--- config.mk ---
export PLATFORM = sky130hd
export DESIGN_NAME = word_byte_serializer
export DESIGN_NICKNAME = d
export VERILOG_FILES = /design/src/rtl/word_ser_pkg.sv /design/src/rtl/word_byte_serializer_pick.sv /design/src/rtl/word_byte_serializer.sv
export SDC_FILE = /design/constraint.sdc
export NUM_CORES = 1
export LEC_CHECK = 0
export CORE_MARGIN = 8
export CORE_UTILIZATION = 34
export CTS_BUF_LIST = sky130_fd_sc_hd__clkbuf_4 sky130_fd_sc_hd__clkbuf_8
export CTS_CLUSTER_DIAMETER = 40
export DETAILED_ROUTE_END_ITERATION = 8
export PLACE_DENSITY = 0.62
export SLEW_MARGIN = 20
export SYNTH_ARGS = -nofsm -noshare
export SYNTH_HDL_FRONTEND = slang
export SYNTH_SLANG_ARGS = --single-unit
--- constraint.sdc ---
create_clock -name clk -period 6.3 [get_ports clk]
set_input_delay 1.26 -clock clk [delete_from_list [all_inputs] [get_ports clk]]
set_output_delay 1.26 -clock clk [all_outputs]
set_load 0.005 [all_outputs]
--- src/rtl/word_ser_pkg.sv ---
// Shared definitions for the word-to-byte serializer.
//   state_t  : serializer FSM states
//   BYTE_W   : width of one emitted byte
//   next_set : index of the next set mask bit from a start point in a given direction
package word_ser_pkg;

    typedef enum logic {
        IDLE = 1'b0,
        SEND = 1'b1
    } state_t;

    localparam int BYTE_W = 8;

    // Searches a mask of up to 8 bits. With inclusive set, the start position itself
    // is a candidate; otherwise the search begins one step past it. Returns -1 when
    // no set bit remains inside [0, nbytes).
    function automatic int next_set(input logic [7:0] mask, input int nbytes,
                                    input int start, input logic msb_first,
                                    input logic inclusive);
        int res;
        int p;
        int step;
        res = -1;
        // Walk from the farthest candidate inward so the nearest hit wins.
        for (int k = 7; k >= 0; k--) begin
            step = inclusive ? k : k + 1;
            p = msb_first ? start - step : start + step;
            if (p >= 0 && p < nbytes && mask[p[2:0]]) begin
                res = p;
            end
        end
        return res;
    endfunction

endpackage

--- src/rtl/word_byte_serializer_pick.sv ---
// byte_pick: priority encoder over a byte-keep mask.
//   mask       : byte-keep bits of a word
//   cur_idx    : current byte index (ignored when from_start is set)
//   msb_first  : emission direction, 1 = high byte first
//   from_start : 1 = find the first kept byte of the word (inclusive of the start byte)
//                0 = find the next kept byte strictly after cur_idx
//   next_idx   : index found (0 when none)
//   none_left  : no kept byte found
module byte_pick
    import word_ser_pkg::*;
#(
    parameter int WORD_BYTES = 4,
    parameter int IDX_W      = $clog2(WORD_BYTES)
) (
    input  logic [WORD_BYTES-1:0] mask,
    input  logic [IDX_W-1:0]      cur_idx,
    input  logic                  msb_first,
    input  logic                  from_start,
    output logic [IDX_W-1:0]      next_idx,
    output logic                  none_left
);

    logic [7:0] m8;
    int         start;
    int         found;

    always_comb begin
        m8 = '0;
        m8[WORD_BYTES-1:0] = mask;
        if (from_start) begin
            start = msb_first ? WORD_BYTES - 1 : 0;
        end else begin
            start = int'(cur_idx);
        end
        found     = next_set(m8, WORD_BYTES, start, msb_first, from_start);
        none_left = (found < 0);
        next_idx  = none_left ? '0 : IDX_W'(found);
    end

endmodule

--- src/rtl/word_byte_serializer.sv ---
// word_byte_serializer: splits words of WORD_BYTES bytes into a byte stream,
// emitting only bytes whose keep bit is set, in LSB-first or MSB-first order.
//   clk, rst                       : clock, synchronous active-high reset
//   in_valid/in_ready              : word handshake
//   in_data, in_keep               : word and per-byte keep mask
//   out_valid/out_ready            : byte handshake
//   out_data, out_idx, out_last    : byte, its index in the word, last kept byte flag
//
// state | meaning
// IDLE  | no word held, ready for a new word
// SEND  | word held, out_data shows the byte at cur_idx
module word_byte_serializer
    import word_ser_pkg::*;
#(
    parameter int WORD_BYTES = 4,
    parameter bit MSB_FIRST  = 1'b0
) (
    input  logic                          clk,
    input  logic                          rst,
    input  logic                          in_valid,
    output logic                          in_ready,
    input  logic [8*WORD_BYTES-1:0]       in_data,
    input  logic [WORD_BYTES-1:0]         in_keep,
    output logic                          out_valid,
    input  logic                          out_ready,
    output logic [7:0]                    out_data,
    output logic [$clog2(WORD_BYTES)-1:0] out_idx,
    output logic                          out_last
);

    localparam int IDX_W = $clog2(WORD_BYTES);

    state_t                         state;
    logic [BYTE_W*WORD_BYTES-1:0]   word_q;
    logic [WORD_BYTES-1:0]          mask_q;
    logic [IDX_W-1:0]               cur_idx;

    logic [IDX_W-1:0]               cur_next;
    logic                           cur_none;
    logic [IDX_W-1:0]               in_first;
    logic                           in_none;
    logic                           out_fire;
    logic                           in_fire;
    int unsigned                    bit_base;

    byte_pick #(.WORD_BYTES(WORD_BYTES), .IDX_W(IDX_W)) u_pick_cur (
        .mask       (mask_q),
        .cur_idx    (cur_idx),
        .msb_first  (MSB_FIRST),
        .from_start (1'b0),
        .next_idx   (cur_next),
        .none_left  (cur_none)
    );

    byte_pick #(.WORD_BYTES(WORD_BYTES), .IDX_W(IDX_W)) u_pick_in (
        .mask       (in_keep),
        .cur_idx    ({IDX_W{1'b0}}),
        .msb_first  (MSB_FIRST),
        .from_start (1'b1),
        .next_idx   (in_first),
        .none_left  (in_none)
    );

    // All outputs except in_ready come straight from flops through the byte mux,
    // so they stay stable while the consumer stalls.
    assign bit_base  = BYTE_W * int'(cur_idx);
    assign out_valid = (state == SEND);
    assign out_last  = out_valid && cur_none;
    assign out_idx   = cur_idx;
    assign out_data  = word_q[bit_base +: BYTE_W];

    assign out_fire  = out_valid && out_ready;
    // Accepting on the last-byte handshake keeps back-to-back words gapless.
    assign in_ready  = !rst && ((state == IDLE) || (out_fire && out_last));
    assign in_fire   = in_valid && in_ready;

    always_ff @(posedge clk) begin
        if (rst) begin
            state   <= IDLE;
            word_q  <= '0;
            mask_q  <= '0;
            cur_idx <= '0;
        end else if (in_fire) begin
            word_q  <= in_data;
            mask_q  <= in_keep;
            cur_idx <= in_first;
            // An all-zero keep consumes the word without producing bytes.
            state   <= in_none ? IDLE : SEND;
        end else if (out_fire) begin
            mask_q[cur_idx] <= 1'b0;
            if (out_last) begin
                state <= IDLE;
            end else begin
                cur_idx <= cur_next;
            end
        end
    end

endmodule

### Yosys cells after proc, flatten, opt, wreduce, memory -nomap -nowiden

Cells that the tools add are included.
Widths: inputs -> output; s select.

* output and inout bits: 13
* input bits: 40
* register bits after elaboration: 39
* logic and storage cells: 114

* bitwise gates (word level): 3
* $lt $le $gt $ge: 28
* muxes and demuxes: 41
* reduce and logical (&&, ||, !) cells: 28
* $add $sub $neg: 8
* eq/ne operators: 1
* shift operators: 1

Operators with widths (number)
* $mux 32: 12
* $ge 32x1->1 const B: 8
* $lt 32x4->1 const B: 8
* $lt 32x1->1 const B: 2
* $lt 3x4->1 const B: 8
* $shiftx 32x6->8: 1
* $bmux 1 s3: 8
* $logic_and 1x1->1: 22
* $add 2x3->4 const B: 4
* $mux 1: 13
* $mux 2: 5
* $mux 4: 2
* $add 2x2->3 const B: 2
* $add 2x4->5 const B: 1
* $and 4x4->4: 1
* $not 4->4: 1
* $reduce_and 2->1: 2
* $reduce_bool 2->1: 2
* $add 2x1->3 const B: 1
* $lt 2x3->1 const B: 1
* $demux 1 s2: 1
* $ge 2x1->1 const B: 1
* $ne 2x1->1 const B: 1
* $logic_not 1->1: 1
* other kinds (2): 2

### Logic depth before layout (Yosys ltp)

Gate-level depths: netlist (run 1).

* word-level depth: 20
* mapped depth: 11
* depth with buffers taken out: 7

### Modules after synthesis

From an unflattened synthesis (run 1), not the netlist that was laid out.

* cells, all modules: 325
* area total of the unflattened synthesis: 2996.6 sq um

By module, submodules not included
* word_byte_serializer: sequential area each 780.7 sq um, instances 1, area each 1900.6 sq um, cells each 197
* byte_pick: sequential area each 0.0 sq um, instances 2, area each 548.0 sq um, cells each 64

### Worst setup path before layout (run 1)

OpenSTA, ideal clock, no wires.

* path kind: reg-to-output
* start point: reg cur_idx[0] (netlist: out_idx[0])
* end point: out in_ready
* data arrival time: 2.281 ns
* buffers on the path: 2
* slack: 2.759 ns
* cell stages (with the launch flop): 9
* required time: 5.040 ns
* cell sequence: dfxtp_1 -> buf_4 -> clkbuf_1 -> inv_1 -> ha_1 -> or2_1 -> a21o_1 -> a41o_1 -> and2_1

* longest elaborated chain between the ends: 17
* elaborated cells on any way between the ends: 69
* classes of those cells: 8 x add/sub; 17 x order compare; 24 x mux; 20 x reduce/logical

RTL lines
* start: declaration: line word_byte_serializer.sv:36 `logic [IDX_W-1:0] cur_idx;`
* start signal: assignment: line word_byte_serializer.sv:86 `cur_idx <= in_first;`
* start signal: assignment: line word_byte_serializer.sv:94 `cur_idx <= cur_next;`
* $add 2x4->5: line word_ser_pkg.sv:27 `p = msb_first ? start - step : start + step;`
* $ge 32x1->1 (tied with other cells): line word_ser_pkg.sv:28 `if (p >= 0 && p < nbytes && mask[p[2:0]]) begin`
* $logic_and 1x1->1 / $mux 1 (equally long branches): line word_ser_pkg.sv:28
* $logic_and 1x1->1: line word_ser_pkg.sv:28
* $mux 32 (7 in a row): line word_ser_pkg.sv:28
* $mux 32 (*): line word_ser_pkg.sv:28
* $lt 32x1->1 (*): line word_byte_serializer_pick.sv:36 `none_left = (found < 0);`
* $logic_and 1x1->1 (*): line word_byte_serializer.sv:68 `assign out_last = out_valid && cur_none;`
* $logic_and 1x1->1 (*): line word_byte_serializer.sv:74 `assign in_ready = !rst && ((state == IDLE) || (out_fire && out_last));`
* $logic_or 1x1->1 (*): line word_byte_serializer.sv:74
* $logic_and 1x1->1 (*): line word_byte_serializer.sv:74
* end: declaration: line word_byte_serializer.sv:21 `output logic in_ready,`

Mark *: on every way between the ends. The rest lies on a longest branch, timed or not. The select of a mux whose other input is x is not followed.

### Worst setup path in the final report (run 1)

Ends and elaborated chain as after synthesis.

==> impl_results.md, run 1 <==
* Mean Syn Cell Area at 8.43 sq um
* Crit share post-route at 70.7%
* Clk root buf: clkbuf_8
* Critical path class: register to primary output
* Starting Density at 34.6%
* I/O pin count at 53
* R2R Setup Slk at 2930 ps
* YS warnings at 0
* Latest clock arrival within the worst-skew pair at 290 ps
* Die Ht at 90.3 microns
* Ys async rst share at 0%
* Pwr Total at 586 uW
* Synthesized area at 1880 sq um
* Vias at 1638
* Post-CTS Setup Inserts at 0
* Initial DRC count at 88
* Layout area overhead at 33.2%
* CP Capture Type: primary output
* Clock sinks at 39
* Hold Path Class: register to register
* Initial antenna violation count at 0
* Dpl ws at 1990 ps
* Endpoints failing setup at 0
* CTS Hold Bufs at 0
* Status: completed
* GRT overflow at 0
* Die Width at 90.3 microns
* Detailed Routing Iterations Pass 1 at 4
* Slew @ Worst Pin at 880 ps
* Cell leakage power at 0.000896 uW
* Max cap viols at 0
* Final Instance Area at 2500 sq um
* Setup ws final at 1840 ps
* Drt drc at 0
* Fin Clk Skew at 5.70 ps
* Worst EP arrival at 3200 ps
* Vias in the first global route at 1716
* Startpoint of the worst hold path: word_q[2]
* Die area at 8160 sq um
* Clock Tree Buf Depth at 2
* Min Hold Slack at 457 ps
* Post-DRT Antenna Nets at 0
* Setup crit start: out_idx[0]
* Routed length per instance at 12.8 microns
* EDFF count, synth at 0
* Pwr dens at 234 nW/um^2
* Core ar. at 5440 sq um
* Setup_tns at 0 ps
* Hold Crit Depth at 2
* Slew headroom at 41.2%
* RePlAce Congestion at 0.801
* Standard-cell row count at 27
* Worst Setup Start Kind: register
* Gr usage total at 11.1%
* Largest net degree at the start of global routing at 56
* First-pass GRT wire length at 7560 microns
* RSZ-0062 raised after global routing: false
* Final hold violations at 0
* Slew Limit Fails at 0
* Nets@finish at 313
* Cells after Synth at 223
* Highest clock rate at 0.224 GHz
* Placed Area at 2410 sq um
* Critical Path Sink: in_ready
* Reg2reg start: out_idx[0]
* CTS tree: done
* Register area share after synthesis at 41.5%
* Synth Net Count at 268
* CTS resizes at 0
* Synth Register Bits at 39
* Worst Path Required at 5040 ps
* VDD IR max at 0.105 mV
* ANT cells at 0
* # port buffers at 52
* Post-Route WL at 4360 microns
* Layout fillers at 555
* Top_reg_cell synth: dfxtp_1
* Num CTS Buffers at 5
* Post-synth cell types at 36
* Clk slew on worst S/H paths at 80 ps
* H-tree levels at 2
* Post-DP HPWL at 3120 microns
* Register-to-Register Path Depth at 7
* Vias per inst at 4.80
* CP Max Fanout at 17
* Period minus WS final at 4460 ps
* Worst r2r dst: word_q[17]
* Layout cells sized above 1 at 8.18%
==> area by class of cell <==
class / count / area (sq um) / share of cell area [%]
repair buffers: 53 / 528 / 21.1
clock buffers: 6 / 76.3 / 3.05
multi-input cells: 164 / 997 / 39.8
flip-flops and latches: 39 / 781 / 31.2
inverters: 5 / 18.8 / 0.750
clock inverters: 2 / 12.5 / 0.500
well taps: 72 / 90.1 / 3.60
==> sequential cells by signal (all words and copies together) (netlist names) <==
name,cells
mask_q,4
out_valid,1
out_idx,2
word_q,32
==> placed cells by master (no fill, tap or decap), types with 2 or more instances in the layout <==
master	count
nand2_1	74
clkdlybuf4s50_1	52
dfxtp_1	39
o21ai_0	33
mux4_2	8
a21oi_1	8
nor2_1	5
ha_1	5
clkbuf_8	5
inv_1	4
nand3b_1	4
mux2i_1	3
nand3_1	3
and2_1	2
nor3_1	2
==> metal layers <==
metal,track usage [%],vias to the layer above,wire length (microns)
li1,-,856,-
met1,12.6,732,2050
met5,0,-,0
met4,4.72,0,97
met3,3.08,9,189
met2,18.9,41,2030
==> power by group <==
part | internal [uW] | total [uW] | switching [uW]
sequential | 272 | 290 | 18.3
combinational | 73.2 | 126 | 52.7
clock | 81.7 | 169 | 87.8
total | 427 | 586 | 159
==> worst max-delay path: stages, from the launching register on <==
cell and delay, ps:
dfxtp_1 900, inv_1 190, ha_1 430, or2_1 280, a21o_1 220, a41o_1 270
and2_1 170, clkdlybuf4s50_1 440
==> worst min path at each step <==
stage / end / slack (ps)
2_1_floorplan: word_q[10] / 430
3_3_place_gp: word_q[2] / 440
3_5_place_dp: word_q[20] / 450
4_1_cts: word_q[3] / 460
5_1_grt: word_q[2] / 480
6_report: word_q[2] / 460
==> stage by stage <==
step	utilization, %	std cells
global route	46.0	341
finish	46.0	341
floorplan	-	223
global placement	44.4	333
detailed placement	44.4	333
CTS	46.0	341
==> synthesized netlist by cell type (all sizes together), types with 3 or more instances <==
| master | n | area (sq um) |
|---|---|---|
| a21oi | 8 | 40.0 |
| buf | 9 | 68.8 |
| clkbuf | 6 | 22.5 |
| dfxtp | 39 | 781 |
| ha | 5 | 62.6 |
| inv | 5 | 18.8 |
| mux2i | 3 | 30.0 |
| mux4 | 8 | 180 |
| nand2 | 74 | 278 |
| nand3 | 3 | 15.0 |
| nand3b | 4 | 30.0 |
| nor2 | 5 | 18.8 |
| o21ai | 34 | 170 |
==> cell families after synthesis <==
kind of cell | synth area share, %
compound gates | 17.0
fa+ha+maj | 3.33
buf+inv | 5.86
flops | 41.5
mux | 11.2
simple gates | 21.1
(Power assumes the default switching activity.)
==> run 2, diff against run 1 <==
Settings changed: PLACE_DENSITY 0.62 to 0.64.
Clock period 6.3 ns to 3.66 ns, I/O delays scaled along.
==> impl_results.md, run 2 (synthesized netlist as in run 1, its figures left out) <==
* Post-DP HPWL at 3290 microns
* Starting Density at 34.6%
* Non-Filler Instances at 345
* Hold Crit Depth at 2
* Routed length per instance at 13.2 microns
* Status: completed
* Wl on met1 at 2210 microns
* Worst r2r dst: out_idx[1]
* Nets@finish at 317
* H-tree levels at 2
* Max cap viols at 0
* Endpoints failing setup at 0
* Most frequent cells in the layout: 74 x nand2_1, 52 x clkdlybuf4s50_1, 39 x dfxtp_1, 33 x o21ai_0
* CTS tree: done
* Layout area overhead at 35.2%
* R2R Setup Slk at 1060 ps
* Die area at 8160 sq um
* GRT overflow at 0
* CP Cell Sequence: inv_1 -> ha_1 -> or2_1 -> a21o_1 -> a41o_1 -> and2_1 -> clkdlybuf4s50_1
* Gr usage total at 11.3%
* Post-CTS Setup Inserts at 0
* CP Max Fanout at 8
* RePlAce Congestion at 0.909
* Hold EP: word_q[21]
* Fin Clk Skew at 4.32 ps
* Clk slew on worst S/H paths at 80 ps
* CP peak stage delay at 520 ps
* RSZ-0062 raised after global routing: false
* Post-DRT Antenna Nets at 0
* Drt drc at 0
* Slew @ Worst Pin at 415 ps
* CP Capture Type: primary output
* Standard-cell row count at 27
* Layout cells sized above 1 at 9.52%
* Initial DRC count at 67
* Setup_tns at 0 ps
* Core ar. at 5440 sq um
* Final hold violations at 0
* Top Layer Used: met4
* Worst Path Required at 2930 ps
* Worst Setup Start Kind: register
* Die Width at 90.3 microns
* Latest clock arrival within the worst-skew pair at 290 ps
* I/O pin count at 53
* Slew Limit Fails at 0
* Critical path class: register to primary output
* Final core utilization at 46.7%
* Crit share post-route at 94.0%
* Crit path max-delay cell type: dfxtp_1
* Num CTS Buffers at 5
* Cell leakage power at 0.000924 uW
* First-pass GRT wire length at 7650 microns
* CTS resizes at 0
* Max reg flops at 32
* Vias in the first global route at 1620
* Most common cell after layout, fill and taps aside: nand2_1
* Met3 wire length at 177 microns
* Highest clock rate at 0.291 GHz
* Initial antenna violation count at 0
* Clock sinks at 39
* Reg with most FFs: word_q
* Post-Route WL at 4550 microns
* Die Ht at 90.3 microns
* Hold Path Class: register to register
* Largest net degree at the start of global routing at 51
* Clock Tree Buf Depth at 2
* CTS Hold Bufs at 0
* ANT cells at 0
* Detailed Routing Iterations Pass 1 at 4
* Period minus WS final at 3440 ps
* Vias per inst at 4.75
* Clk root buf: clkbuf_8
* Register-to-Register Path Depth at 8
* Startpoint of the worst hold path: word_q[21]
* Worst EP arrival at 2710 ps
* Slew headroom at 72.3%
* VDD IR max at 0.201 mV
* Pwr dens at 407 nW/um^2
* Reg2reg start: out_idx[0]
* # port buffers at 52
* Vias at 1639
* Routed wl met2 at 2100 microns
* Dpl cells at 337
==> run 2: cell types whose count changed in the layout (fill, tap and decap cells not counted), sizes merged <==
| cell | previous run | this run |
|---|---|---|
| buf | 1 | 5 |
| inv | 5 | 6 |
| clkinvlp | 1 | 0 |
==> run 2: power by group <==
group	internal (uW)	switching (uW)	total (uW)	leakage, uW
Sequential	468	23.3	491	0.000323
Clock	154	156	310	0.0000516
Combinational	130	102	232	0.000550
Total	752	282	1030	0.000924
==> run 2: worst max-delay path, delay by kind of cell (launching register included) <==
kind            cells  cell delay [ps]
flops               1              520
buf+inv             2              580
fa+ha+maj           1              400
simple gates        2              440
compound gates      2              470
==> run 2: final cells by class <==
| class | count | area [sq um] |
|---|---|---|
| clock buffers | 6 | 82.6 |
| flip-flops and latches | 39 | 781 |
| inverters | 5 | 18.8 |
| fillers | 559 | 2900 |
| multi-input cells | 164 | 997 |
| well taps | 72 | 90.1 |
| clock inverters | 2 | 13.8 |
| repair buffers | 57 | 558 |
==> run 2: worst max path at each step <==
| stage | start | end | slack (ps) | cells past startpoint |
|---|---|---|---|---|
| global placement | out_idx[0] | in_ready | 610 | 7 |
| detailed placement | out_idx[0] | in_ready | 570 | 7 |
| global route | out_idx[0] | in_ready | 40 | 7 |
| CTS | out_idx[0] | in_ready | 200 | 7 |
| floorplan | out_idx[0] | in_ready | 650 | 8 |
| finish | out_idx[0] | in_ready | 220 | 7 |
==> run 2: through the flow <==
step / power, uW / hold WS, ps / area (sq um) / worst slack [ps]
after global placement: 732 / 440 / 2440 / 611
after detailed placement: 735 / 448 / 2440 / 567
after global routing: 1100 / 480 / 2540 / 44.6
final: 1030 / 456 / 2540 / 219
after CTS: 1050 / 463 / 2540 / 197
after floorplan: 629 / 433 / 1880 / 647
==> run 2: per-layer routing <==
layer / GRT usage, % / vias up
met1: 13.8 / 725
met4: 4.30 / 0
met3: 2.91 / 7
met2: 18.7 / 44
li1: - / 863
met5: 0 / -
==> run 3, diff against run 2 <==
Settings changed: DONT_BUFFER_PORTS from default to 1, PLACE_DENSITY 0.64 to 0.52.
==> impl_results.md, run 3 (synthesized netlist as in run 1, its figures left out) <==
* CP Cell Sequence: buf_4 -> ha_1 -> or2_1 -> a21o_1 -> a41o_1 -> and2_1
* CP Capture Type: primary output
* RePlAce Congestion at 0.838
* Non-Filler Instances at 292
* Die area at 8160 sq um
* Reg with most FFs: word_q
* Slew headroom at 59.9%
* Gr usage total at 11.0%
* Final hold violations at 0
* Layout area overhead at 6.72%
* Most frequent cells in the layout: 74 x nand2_1, 39 x dfxtp_1, 33 x o21ai_0, 8 x mux4_2, 8 x a21oi_1
* Post-CTS Setup Inserts at 0
* Vias in the first global route at 1468
* Most common cell after layout, fill and taps aside: nand2_1
* Die Width at 90.3 microns
* Period minus WS final at 2750 ps
* Clk slew on worst S/H paths at 70 ps
* Clock sinks at 39
* Clk root buf: clkbuf_8
* Detailed Routing Iterations Pass 1 at 5
* Initial antenna violation count at 0
* Status: completed
* Post-DP HPWL at 3260 microns
* Drt drc at 0
* Worst Setup Start Kind: register
* Routed length per instance at 15.4 microns
* Worst EP arrival at 2020 ps
* Hold Crit Depth at 2
* Cell leakage power at 0.000717 uW
* Pwr dens at 468 nW/um^2
* Hold Path Class: register to register
* Highest clock rate at 0.364 GHz
* Crit share post-route at 75.1%
* Setup ws final at 910 ps
* Slew @ Worst Pin at 600 ps
* CTS tree: done
* ANT cells at 0
* First-pass GRT wire length at 7260 microns
* Layout cells sized above 1 at 11.4%
* Fin Clk Skew at 11.6 ps
* Worst Path Required at 2930 ps
* CTS resizes at 0
* Core ar. at 5440 sq um
* Num CTS Buffers at 5
* Starting Density at 34.6%
* Vias per inst at 5.04
* Critical path class: register to primary output
* Post-DRT Antenna Nets at 0
* CP peak stage delay at 310 ps
* Slew Limit Fails at 0
* RSZ-0062 raised after global routing: false
* Max reg flops at 32
* Setup_tns at 0 ps
* # port buffers at 0
* Endpoints failing setup at 0
* CP Max Fanout at 16
* Standard-cell row count at 27
* Nets@finish at 264
* Post-Route WL at 4500 microns
* Layout fillers at 588
* CTS Hold Bufs at 0
* Initial DRC count at 110
* Die Ht at 90.3 microns
* Crit path max-delay cell type: dfxtp_1
* Dpl ws at 1220 ps
* VDD IR max at 0.244 mV
* Vias at 1473
* Clock Tree Buf Depth at 2
* Latest clock arrival within the worst-skew pair at 290 ps
* Dpl cells at 284
* Max cap viols at 0
* Min Hold Slack at 457 ps
* H-tree levels at 2
* Register-to-Register Path Depth at 8
* I/O pin count at 53
* Final core utilization at 36.9%
* GRT overflow at 0
* Largest net degree at the start of global routing at 45
[run 3: changes by cell type in the layout (fill, tap and decap cells not counted), sizes merged]
cell | before | now
clkbuf | 6 | 7
inv | 6 | 5
clkdlybuf4s50 | 52 | 0
buf | 5 | 4
[run 3: layer usage]
metal  part of all wire, %  vias up  wire, microns  track usage [%]
li1                      -      759              -                -
met1                    50      676           2250             13.9
met2                    42       34           1880             15.9
met3                   7.1        4            320             5.07
met4                  0.93        0             42             3.74
met5                     0        -              0                0
[run 3: layout make-up]
cell class | instances | area, sq um | area share [%]
clock buffers | 7 | 83.8 | 4.18
repair buffers | 4 | 30.0 | 1.50
clock inverters | 1 | 5.00 | 0.250
inverters | 5 | 18.8 | 0.936
flip-flops and latches | 39 | 781 | 38.9
well taps | 72 | 90.1 | 4.49
multi-input cells | 164 | 997 | 49.7
[run 3: worst paths after layout]
path | slack, ps | end | from
worst min register to register | 460 | word_q[23] | word_q[23]
worst max register to register | 1350 | out_idx[1] | out_idx[0]
worst min-delay path | 460 | word_q[23] | word_q[23]
worst max-delay path | 910 | in_ready | out_idx[0]
[run 3: worst max-delay path, delay by kind of cell, from the launching register on]
kind                       cells  cell delay, ps
adders and majority gates      1             280
buffers and inverters          1             220
and+or+nand+nor                2             440
AOI/OAI and AO/OA              2             480
DFF                            1             310
[run 3: stage by stage]
step / cell area, sq um / power [uW]
floorplan: 1880 / 629
global placement: 1920 / 655
detailed placement: 1920 / 657
CTS: 2010 / 953
global route: 2010 / 997
finish: 2010 / 939
[run 3: where the power goes]
group          switching [uW]  internal [uW]
clock network             145            149
logic                    91.1           64.6
registers                21.2            468
total                     257            681
